===== config.mk =====
export PLATFORM = sky130hd
export DESIGN_NAME = zeroheti_apb_to_obi
export DESIGN_NICKNAME = d
export VERILOG_FILES = /design/src/rtl/zeroheti_pkg.sv /design/src/rtl/zeroheti_apb_to_obi_timer.sv /design/src/rtl/zeroheti_apb_to_obi.sv
export SDC_FILE = /design/constraint.sdc
export NUM_CORES = 1
export LEC_CHECK = 0
export ABC_AREA = 1
export BUFFER_PORTS_ARGS = -buffer_cell sky130_fd_sc_hd__buf_2
export CAP_MARGIN = 20
export CORE_UTILIZATION = 45
export DETAILED_ROUTE_END_ITERATION = 7
export PLACE_DENSITY_LB_ADDON = 0.3
export SETUP_SLACK_MARGIN = 0.1
export SLEW_MARGIN = 20
export SYNTH_ARGS = -nofsm -noshare
export SYNTH_HDL_FRONTEND = slang
export SYNTH_SLANG_ARGS = --single-unit

===== constraint.sdc =====
create_clock -name clk_i -period 4 [get_ports clk_i]
set_input_delay 0.2 -clock clk_i [delete_from_list [all_inputs] [get_ports clk_i]]
set_output_delay 0.2 -clock clk_i [all_outputs]
set_load 0.1 [all_outputs]

===== src/rtl/zeroheti_pkg.sv =====
// Shared types for the zeroHETI APB-to-OBI bridge.
// The optional OBI wait limit is enabled with APB2OBI_TIMEOUT_EN.
package zeroheti_pkg;

   typedef enum logic [1:0] {
      IDLE,
      REQ,
      RSP,
      DONE
   } apb2obi_state_e;

   localparam int unsigned ApbObiTimeout = 32'd255;

endpackage


===== src/rtl/zeroheti_apb_to_obi_timer.sv =====
// Wait-limit counter and stale-response flag for the APB-to-OBI bridge.
// Only instantiated when APB2OBI_TIMEOUT_EN is defined.
module zeroheti_apb_to_obi_timer #(
   parameter int unsigned TimeoutCycles = 32'd255
) (
   input  logic clk_i,
   input  logic rst_i,
   input  logic active_i,
   input  logic in_rsp_i,
   input  logic rvalid_i,
   output logic timeout_o,
   output logic stale_o
);

   logic [31:0] cnt_q, cnt_d;
   logic        stale_q, stale_d;

   // >= so a grant taken on the limit cycle still times out in RSP
   assign timeout_o = active_i && (cnt_q >= TimeoutCycles - 32'd1);
   assign stale_o   = stale_q;

   always_comb begin
      cnt_d   = active_i ? cnt_q + 32'd1 : '0;
      stale_d = stale_q;
      if (stale_q && rvalid_i) begin
         stale_d = 1'b0;
      end else if (in_rsp_i && timeout_o && !rvalid_i) begin
         stale_d = 1'b1;
      end
   end

   always_ff @(posedge clk_i or posedge rst_i) begin
      if (rst_i) begin
         cnt_q   <= '0;
         stale_q <= 1'b0;
      end else begin
         cnt_q   <= cnt_d;
         stale_q <= stale_d;
      end
   end

endmodule


===== src/rtl/zeroheti_apb_to_obi.sv =====
// APB subordinate to OBI manager bridge, one OBI transaction per APB transfer.
// Define APB2OBI_TIMEOUT_EN to bound the OBI wait with TimeoutCycles.
module zeroheti_apb_to_obi
   import zeroheti_pkg::*;
#(
   parameter int unsigned AddrWidth     = 32,
   parameter int unsigned DataWidth     = 32,
   parameter int unsigned TimeoutCycles = ApbObiTimeout
) (
   input  logic                   clk_i,
   input  logic                   rst_i,
   input  logic                   apb_psel_i,
   input  logic                   apb_penable_i,
   input  logic                   apb_pwrite_i,
   input  logic [AddrWidth-1:0]   apb_paddr_i,
   input  logic [DataWidth-1:0]   apb_pwdata_i,
   input  logic [DataWidth/8-1:0] apb_pstrb_i,
   output logic                   apb_pready_o,
   output logic [DataWidth-1:0]   apb_prdata_o,
   output logic                   apb_pslverr_o,
   output logic                   obi_req_o,
   input  logic                   obi_gnt_i,
   output logic [AddrWidth-1:0]   obi_addr_o,
   output logic                   obi_we_o,
   output logic [DataWidth/8-1:0] obi_be_o,
   output logic [DataWidth-1:0]   obi_wdata_o,
   input  logic                   obi_rvalid_i,
   input  logic [DataWidth-1:0]   obi_rdata_i,
   input  logic                   obi_err_i,
   output logic                   obi_rready_o
);

   apb2obi_state_e         state_q, state_d;
   logic [AddrWidth-1:0]   addr_q, addr_d;
   logic                   we_q, we_d;
   logic [DataWidth/8-1:0] be_q, be_d;
   logic [DataWidth-1:0]   wdata_q, wdata_d;
   logic [DataWidth-1:0]   prdata_q, prdata_d;
   logic                   pslverr_q, pslverr_d;
   logic                   timeout;
   logic                   stale;

`ifdef APB2OBI_TIMEOUT_EN
   zeroheti_apb_to_obi_timer #(
      .TimeoutCycles(TimeoutCycles)
   ) i_timer (
      .clk_i    (clk_i),
      .rst_i    (rst_i),
      .active_i ((state_q == REQ) || (state_q == RSP)),
      .in_rsp_i (state_q == RSP),
      .rvalid_i (obi_rvalid_i),
      .timeout_o(timeout),
      .stale_o  (stale)
   );
`else
   logic unused_cfg;
   assign unused_cfg = ^TimeoutCycles;
   assign timeout    = 1'b0;
   assign stale      = 1'b0;
`endif

   always_comb begin
      state_d   = state_q;
      addr_d    = addr_q;
      we_d      = we_q;
      be_d      = be_q;
      wdata_d   = wdata_q;
      prdata_d  = prdata_q;
      pslverr_d = pslverr_q;
      unique case (state_q)
         IDLE: begin
            if (apb_psel_i && !apb_penable_i && !stale) begin
               state_d = REQ;
               addr_d  = apb_paddr_i;
               we_d    = apb_pwrite_i;
               be_d    = apb_pwrite_i ? apb_pstrb_i : '1;
               wdata_d = apb_pwdata_i;
            end
         end
         // a grant or response on the limit cycle wins over the timeout
         REQ: begin
            if (obi_gnt_i) begin
               state_d = RSP;
            end else if (timeout) begin
               state_d   = DONE;
               prdata_d  = '0;
               pslverr_d = 1'b1;
            end
         end
         RSP: begin
            if (obi_rvalid_i) begin
               state_d   = DONE;
               prdata_d  = obi_rdata_i;
               pslverr_d = obi_err_i;
            end else if (timeout) begin
               state_d   = DONE;
               prdata_d  = '0;
               pslverr_d = 1'b1;
            end
         end
         DONE: state_d = IDLE;
         default: state_d = IDLE;
      endcase
   end

   always_ff @(posedge clk_i or posedge rst_i) begin
      if (rst_i) begin
         state_q   <= IDLE;
         addr_q    <= '0;
         we_q      <= 1'b0;
         be_q      <= '0;
         wdata_q   <= '0;
         prdata_q  <= '0;
         pslverr_q <= 1'b0;
      end else begin
         state_q   <= state_d;
         addr_q    <= addr_d;
         we_q      <= we_d;
         be_q      <= be_d;
         wdata_q   <= wdata_d;
         prdata_q  <= prdata_d;
         pslverr_q <= pslverr_d;
      end
   end

   assign obi_req_o     = (state_q == REQ);
   assign apb_pready_o  = (state_q == DONE);
   assign obi_addr_o    = addr_q;
   assign obi_we_o      = we_q;
   assign obi_be_o      = be_q;
   assign obi_wdata_o   = wdata_q;
   assign apb_prdata_o  = prdata_q;
   assign apb_pslverr_o = pslverr_q;
   assign obi_rready_o  = 1'b1;

endmodule


==> impl_metrics.tcl <==
set metrics [dict create \
    cts_hold_buf 0 \
    portBuffers 211 \
    worstMarginPinSlew_ns 0.976 \
    numCtsBuffers 9 \
    tritoncts "yes" \
    arrival_ns 2.34 \
    cp.required_ns 4.24 \
    antenna_found_initial 0 \
    postCtsSetupBuffers 0 \
    overflow 0 \
    drt_wl_total_mm 9.71 \
    synth_nets 576 \
    synth_top_area_cell "dfrtp_1" \
    synth_top_area_share_pct 63.5 \
    grt_max_degree 76 \
    maxCapViolations 0 \
    first_pass_iters 4 \
    yosys.cell_types.count 15 \
    skew_ns 0.0163 \
    start_util_pct 46.8 \
    max_freq_mhz 476 \
    critPathCaptureType "register" \
    synth.cell_area_mm2 0.00410 \
    fin_tns_setup_ns 0 \
    area_growth_pct 31.9 \
    die_area_mm2 0.00949 \
    cts_sinks 104 \
    setup.worst_path.class "register to register" \
    track_usage_pct 21.2 \
    yosys_warnings 0 \
    wire_per_inst_um 12.5 \
    seq_area_frac_synth_pct 63.5 \
    final_common_cell "nand2_1" \
    rsz0062_at_grt "false" \
    synthTopCellsByArea "dfrtp_1 63%, nand2_1 25%, nand3_1 4.2%" \
    min_path_type "input pin to asynchronous set/reset pin" \
    dp_hpwl_mm 6.82 \
    layout.cells.non_filler 776 \
    status "finished, final reports clean" \
    dp_cells 760 \
    maxSlewViolCount 0 \
    drc_errors 0 \
    clk_transition_reported_paths_ns 0.10 \
    drtIter0Drc 130 \
    start_kind "register" \
    clock-root-buffer "clkbuf_8" \
    critPathMaxFanout 70 \
    diodes 0 \
    via_per_inst 4.61 \
    ys_ff_latch 104 \
    nNetsFinal 775 \
    final_cell_mix "277 x nand2_1, 211 x buf_2, 104 x dfrtp_1" \
    gp_congestion 0.724 \
    slew_headroom_pct 34.8 \
    post_cts_resized 0 \
    hold_ws_ns 0.0108 \
    fin_crit_ns 2.10 \
    rows 34 \
    grt_pass1_vias 3496 \
    cts_buffer_depth 2 \
    drtAntennaViolNets 0 \
    worstSkewPairLatency_ns 0.36 \
    htree_levels 3 \
    netlist_instances 464 \
    setup_viol 0 \
    vias 3579 \
    layout-drive-gt1-share_pct 35.2 \
    timing.final.crit_share_pct 52.5 \
    avgSynthCellArea_um2 8.83 \
    grt_pass1_wl_mm 16.3 \
    fp.dieW_um 97.4 \
    ios 213 \
    die_height_um 97.4 \
    coreArea_mm2 0.00876 \
    final-hold-violation-count 0 \
]
## layer usage
layer / wire (um) / up-vias / share of wire [%] / global-route usage [%]
met5: 0 / - / 0 / 0
met4: 88 / 0 / 0.91 / 5.54
met3: 729 / 7 / 7.5 / 5.40
met2: 4520 / 146 / 46 / 34.9
met1: 4380 / 1615 / 45 / 28.1
li1: - / 1811 / - / -
## metrics by stage
| stage | worst slack (ns) | cell area [um2] | util (%) |
|---|---|---|---|
| 3_3_place_gp | 1.96 | 5170 | 59.0 |
| 6_report | 1.90 | 5410 | 61.7 |
| 4_1_cts | 1.88 | 5400 | 61.7 |
| 5_1_grt | 1.67 | 5410 | 61.7 |
| 3_5_place_dp | 1.90 | 5170 | 59.0 |
| 2_1_floorplan | 1.07 | 4100 | - |
## cell type report
cell class              count  area, um2
repair buffers            214       1080
inverters                  10       41.3
fillers                   794       3360
multi-input cells         324       1310
well taps                 108        135
clock inverters             6       97.6
clock buffers              10        138
flip-flops and latches    104       2600
## synth_stat cells
library cell,number
buf_2,18
buf_4,1
buf_6,3
clkbuf_1,4
conb_1,1
dfrtp_1,104
ha_1,4
inv_1,7
inv_2,3
nand2_1,277
nand3_1,34
nand4_1,2
nor2_4,1
o21ai_0,4
o21ai_1,1
## final timing paths
kind,from,to,slack (ns),cells after the start
hold / removal,rst_i,obi_wdata_o[18],0.01,2
setup reg to reg,state_q[0],obi_wdata_o[3],1.90,7
min in group clk_i,apb_pwdata_i[25],obi_wdata_o[25],0.03,3
setup / recovery,state_q[0],obi_wdata_o[3],1.90,7
max in group asynchronous,rst_i,apb_prdata_o[7],3.05,3
hold reg to reg,obi_addr_o[8],obi_addr_o[8],0.47,2
## logic make-up (layout without fill, tap and decap cells)
group                    Yosys count  count (layout)  share of synthesized area [%]
AO/OA/AOI/OAI                      5               5                          0.610
adder cells (fa/ha/maj)            4               4                           1.22
buffers and inverters             36             240                           4.49
flip-flops                       104             104                           63.5
other                              1               1                         0.0915
AND/OR/NAND/NOR                  314             314                           30.1
## sequential cells by signal, indices dropped and copies added, names as in the netlist
signal / flops
apb_prdata_o: 32
obi_addr_o: 32
obi_we_o: 1
apb_pslverr_o: 1
obi_be_o: 4
state_q: 2
obi_wdata_o: 32
## critical path, stage by stage (launching register included)
cell	delay [ns]
dfrtp_1	0.43
inv_1	0.10
ha_1	0.20
inv_2	0.06
nor2_4	0.12
clkinv_2	0.68
nand2_1	0.26
nand2_1	0.08
Power is not shown: default switching activity piles up to over one toggle a cycle in this logic, so the estimate is an artifact.
